**src/rtl/usb_sie_tx.sv**
```systemverilog
// USB SIE transmit sequencer: emits PID, optional payload and CRC16 bytes to a UTMI
// transmitter, then holds an inter-packet gap before reporting completion.
module usb_sie_tx #(
  parameter int GAP_CYCLES = 16
) (
  input  logic       clk,
  input  logic       rst,
  input  logic       pkt_start,
  input  logic [3:0] pkt_pid,
  input  logic       pkt_has_data,
  input  logic       pkt_zlp,
  input  logic [7:0] pl_data,
  input  logic       pl_valid,
  input  logic       pl_last,
  output logic       pl_ready,
  output logic [7:0] data_out,
  output logic       tx_valid,
  input  logic       tx_ready,
  output logic       busy,
  output logic       done,
  output logic       underrun,
  output logic [6:0] byte_cnt
);

  localparam int GW = $clog2(GAP_CYCLES + 1);

  // Handshake: a byte transfers on any rising edge where tx_valid && tx_ready;
  // data_out/tx_valid hold until that edge. pl_ready marks the edge a payload byte is taken.
  typedef enum logic [2:0] {
    IDLE_S, PID_S, DATA_S, CRC_LO_S, CRC_HI_S, GAP_S
  } state_t;

  state_t          state, state_n;
  logic [7:0]      data_out_n;
  logic            tx_valid_n;
  logic [15:0]     crc, crc_n;
  logic [6:0]      byte_cnt_n;
  logic            has_data_r, has_data_n;
  logic            zlp_r, zlp_n;
  logic            last_r, last_n;
  logic            cut_r, cut_n;
  logic [GW-1:0]   gap_cnt, gap_n;
  logic            underrun_n;
  logic            hs;
  logic            step;

  function automatic logic [15:0] crc16_upd(input logic [15:0] c, input logic [7:0] d);
    logic [15:0] r;
    r = c;
    for (int i = 0; i < 8; i++) begin
      r = (r[0] ^ d[i]) ? ((r >> 1) ^ 16'hA001) : (r >> 1);
    end
    return r;
  endfunction

  assign hs   = tx_valid && tx_ready;
  assign busy = (state != IDLE_S);

  always_ff @(posedge clk) begin
    if (rst) begin
      state      <= IDLE_S;
      data_out   <= 8'h00;
      tx_valid   <= 1'b0;
      crc        <= 16'hFFFF;
      byte_cnt   <= 7'd0;
      has_data_r <= 1'b0;
      zlp_r      <= 1'b0;
      last_r     <= 1'b0;
      cut_r      <= 1'b0;
      gap_cnt    <= '0;
      underrun   <= 1'b0;
    end else begin
      state      <= state_n;
      data_out   <= data_out_n;
      tx_valid   <= tx_valid_n;
      crc        <= crc_n;
      byte_cnt   <= byte_cnt_n;
      has_data_r <= has_data_n;
      zlp_r      <= zlp_n;
      last_r     <= last_n;
      cut_r      <= cut_n;
      gap_cnt    <= gap_n;
      underrun   <= underrun_n;
    end
  end

  always_comb begin
    state_n    = state;
    data_out_n = data_out;
    tx_valid_n = tx_valid;
    crc_n      = crc;
    byte_cnt_n = byte_cnt;
    has_data_n = has_data_r;
    zlp_n      = zlp_r;
    last_n     = last_r;
    cut_n      = cut_r;
    gap_n      = gap_cnt;
    underrun_n = 1'b0;
    pl_ready   = 1'b0;
    done       = 1'b0;
    step       = 1'b0;

    case (state)
      IDLE_S: begin
        if (pkt_start) begin
          data_out_n = {~pkt_pid, pkt_pid};
          tx_valid_n = 1'b1;
          crc_n      = 16'hFFFF;
          byte_cnt_n = 7'd0;
          has_data_n = pkt_has_data;
          zlp_n      = pkt_zlp;
          last_n     = 1'b0;
          cut_n      = 1'b0;
          gap_n      = '0;
          state_n    = PID_S;
        end
      end
      PID_S: begin
        if (hs) begin
          if (!has_data_r) begin
            tx_valid_n = 1'b0;
            state_n    = GAP_S;
          end else if (zlp_r) begin
            data_out_n = ~crc[7:0];
            state_n    = CRC_LO_S;
          end else begin
            step = 1'b1;
          end
        end
      end
      DATA_S: begin
        if (hs) begin
          if (last_r) begin
            data_out_n = ~crc[7:0];
            state_n    = CRC_LO_S;
          end else begin
            step = 1'b1;
          end
        end
      end
      CRC_LO_S: begin
        if (hs) begin
          data_out_n = ~crc[15:8];
          state_n    = CRC_HI_S;
        end
      end
      CRC_HI_S: begin
        if (hs) begin
          tx_valid_n = 1'b0;
          state_n    = GAP_S;
        end
      end
      GAP_S: begin
        if (gap_cnt == GW'(GAP_CYCLES - 1)) begin
          gap_n   = '0;
          done    = !cut_r;
          state_n = IDLE_S;
        end else begin
          gap_n = gap_cnt + GW'(1);
        end
      end
      default: state_n = IDLE_S;
    endcase

    // Payload fetch on a handshake: take the next byte, or truncate if none is ready.
    if (step) begin
      if (pl_valid) begin
        pl_ready   = 1'b1;
        data_out_n = pl_data;
        crc_n      = crc16_upd(crc, pl_data);
        last_n     = pl_last;
        byte_cnt_n = (byte_cnt == 7'd127) ? byte_cnt : byte_cnt + 7'd1;
        state_n    = DATA_S;
      end else begin
        tx_valid_n = 1'b0;
        underrun_n = 1'b1;
        cut_n      = 1'b1;
        state_n    = GAP_S;
      end
    end
  end

endmodule
```
**config.mk**
```make
export PLATFORM = sky130hd
export DESIGN_NAME = usb_sie_tx
export DESIGN_NICKNAME = d
export VERILOG_FILES = /design/src/rtl/usb_sie_tx.sv
export SDC_FILE = /design/constraint.sdc
export NUM_CORES = 1
export LEC_CHECK = 0
export CORE_AREA = 2 2 89 91
export CTS_BUF_LIST = sky130_fd_sc_hd__clkbuf_4
export DETAILED_ROUTE_END_ITERATION = 10
export DIE_AREA = 0 0 91 93
export SKIP_LAST_GASP = 1
export SYNTH_ARGS = -nofsm -noshare
export SYNTH_HDL_FRONTEND = slang
export SYNTH_SLANG_ARGS = --single-unit
```
**constraint.sdc**
```tcl
create_clock -name clk -period 2.6 [get_ports clk]
set_input_delay 0.78 -clock clk [delete_from_list [all_inputs] [get_ports clk]]
set_output_delay 0.78 -clock clk [all_outputs]
set_load 0.05 [all_outputs]
```
==> flow_summary.yaml <==
timing:
  hold_viol: 0
  maxSlewViolCount: 0
  rsz0062_at_grt: "yes"
  tns_ns: 0
  fmax_mhz: 394.1
  slew_headroom: 0.6588
  setup_ws_ns: 0.06255
  setup_viol: 0
  finalClockSkew_ns: 0.009640
  tightest_slew_ns: 0.5110
  finalCriticalPeriod_ns: 2.537
  timing.final.crit_share: 0.9759
setup_path:
  cp_max_fo: 2
  criticalPathCategory: "in2out"
  crit_path_start: "pl_valid"
  rr_startpoint: "crc[1]"
  r2r_setup_slack_ns: 0.56
  endpoint_kind: "output pin"
  cp.required_ns: 1.82
  cp.arrival_ns: 1.76
  cp-start-kind: "input port"
yosys:
  synth-async-reset-ratio: 0
  yosys_warnings: 0
  synthXorXnorAreaFrac: 0.07021
  yosysMostFrequentCell: "dfxtp_1"
  synth_top_area_frac: 0.3510
  seq_area_frac_synth: 0.3510
  synth_compound_area_frac: 0.2448
  synth-edff-count: 0
  avgSynthCellArea_um2: 7.730
  yosys-top-cells-area: "dfxtp_1 (35%), nand2_1 (6.3%), a21oi_1 (5.5%), nor2_1 (5.1%), nor3_1 (4.7%)"
  synthesis.nets: 354
  netlist_instances: 332
  yosysTopAreaCell: "dfxtp_1"
  synth.cell_area_um2: 2566
  synth_top_family_by_area: "simple AND/OR/NAND/NOR gates"
  synthMuxAreaShare: 0.008289
  ys_types: 54
  synth_flop_cell: "dfxtp_1"
  synth_seq_cells: 45
  ys_top_cells_by_count: "dfxtp_1 (45), nand2_1 (43), nor2_1 (35)"
  synth-simple-area-share: 0.2760
  synthAdderAreaFrac: 0.009751
routing:
  drt_wl_total_um: 7467
  drt-pass1-iter-count: 4
  post_drt_via_cell_ratio: 5.407
  antenna_left: 0
  vias: 2671
  wire_per_inst_um: 15.12
  dr.first_iter.drc_count: 218
  drc: 0
final_layout:
  area_delta_synth_final_pct: 32.47
  diodes: 0
  num-nets-final: 413
  drive_gt1_frac: 0.1454
  fillers: 786
global_routing:
  grt_pass1_vias: 2460
  overflow: 0
  grt_pass1_wl_um: 12340
  globalRouteTotalUtil: 0.1779
  antenna_found_initial: 0
  grt_max_degree: 40
power_and_ir_drop:
  pwr_density_cell_nw_per_um2: 722.7
  power_mw: 2.457
  ir_worst_vdd_mv: 0.2859
  p_clk_frac: 0.141
  seqPwrFrac: 0.357
  p_int_mw: 1.393
  p_leak_nw: 1.263
  p_switching_mw: 1.064
  power_frac_comb: 0.503
  p_sw_frac: 0.4329
die:
  die_w_um: 91
  rows: 32
  dieArea_um2: 8463
  start_util: 0.3409
  die-height_um: 93
  core_area_um2: 7527
  io_pins: 40
clock_network:
  cts_sinks: 45
  cts_tree: "yes"
  clk_latency_ns: 0.36
  cts-buffers-inserted: 5
  clkTransAtPathRegs_ns: 0.14
  h-tree-depth: 2
  postCtsHoldBufs: 0
  ctsLongestPathBuffers: 2
  cts-root-buf: "clkbuf_4"
place:
  numPortBuffers: 39
  globalplace.congestion: 0.8899
  hpwl_um: 5322
  place_ws_ns: -0.3273
min_path:
  holdCritStartpoint: "gap_cnt[4]"
  hold_path.class: "reg2reg"
flow_run:
  maxCapViolations: 0
outcome:
  status: "complete, no violations"
layer usage:
| layer | vias to the layer above | track usage | routed length [µm] |
|---|---|---|---|
| li1 | 1327 | - | - |
| met1 | 1252 | 0.2472 | 3577 |
| met2 | 85 | 0.2821 | 3423 |
| met3 | 7 | 0.03223 | 370 |
| met4 | 0 | 0.05303 | 95 |
| met5 | - | 0 | 0 |
sequential cells by signal, indices dropped and copies added (netlist names), 3 cells and up:
register / cells
crc: 16
state: 3
gap_cnt: 5
byte_cnt: 7
data_out: 8
final timing paths:
kind / cells past startpoint / endpoint
worst max-delay path: 5 / pl_ready
worst max register to register: 6 / crc[0]
worst min register to register: 1 / gap_cnt[4]
worst min-delay path: 1 / gap_cnt[4]
layout make-up:
class | count | area [µm²] | area share
multi-input cells | 261 | 1587 | 0.4667
clock inverters | 3 | 16.27 | 0.004785
well taps | 102 | 127.6 | 0.03754
flip-flops and latches | 45 | 904.6 | 0.2661
clock buffers | 5 | 37.54 | 0.01104
repair buffers | 72 | 704.4 | 0.2072
inverters | 6 | 22.52 | 0.006625
timing repair:
action,4_1_cts,5_1_grt
pin swaps,1,1
setup endpoints to repair,1,3
cloned,0,0
setup buffers,0,1
resized for setup,3,2
power by group through the flow:
stage / Clock (mW) / Sequential [mW] / Combinational (mW)
after floorplan: 0 / 1.00 / 0.640
after global routing: 0.380 / 0.888 / 1.34
after global placement: 0 / 0.884 / 1.22
after CTS: 0.356 / 0.873 / 1.23
after detailed placement: 0 / 0.887 / 1.22
final: 0.346 / 0.876 / 1.23
per-stage QoR:
stage	area, µm²	util	cells	hold slack, ns
floorplan	2577	-	332	0.4601
global placement	3326	0.4418	485	0.4759
detailed placement	3326	0.4418	485	0.4830
CTS	3382	0.4493	493	0.5034
global route	3400	0.4516	494	0.5376
finish	3400	0.4516	494	0.5026
layout by cell type (no fill, tap or decap), types with 3 or more instances in the layout:
cell type	instances
dfxtp_1	44
nand2_1	42
clkdlybuf4s50_1	35
nor2_1	34
buf_4	30
a21oi_1	28
nor3_1	23
o21ai_0	17
xnor2_1	11
o211ai_1	8
a211oi_1	7
o21bai_1	7
inv_1	6
xor2_1	6
buf_12	6
nand3_1	5
o221ai_1	5
clkbuf_4	5
nand4_1	4
or3_1	3
nor2b_1	3
and3b_1	3
and4_1	3
a32oi_1	3
or2_2	3
kinds of logic (layout without fill, tap and decap cells):
family	Yosys count	after routing
simple gates	143	143
compound gates	95	95
flops	45	45
buf+inv	26	86
xor+xnor	19	19
fa+ha+maj	2	2
mux	2	2
critical path, stage by stage:
cell	delay, ns
clkdlybuf4s50_1	0.47
inv_1	0.06
nor4_2	0.16
buf_4	0.16
buf_12	0.12
Note: power is estimated with default switching activity, not from simulation.
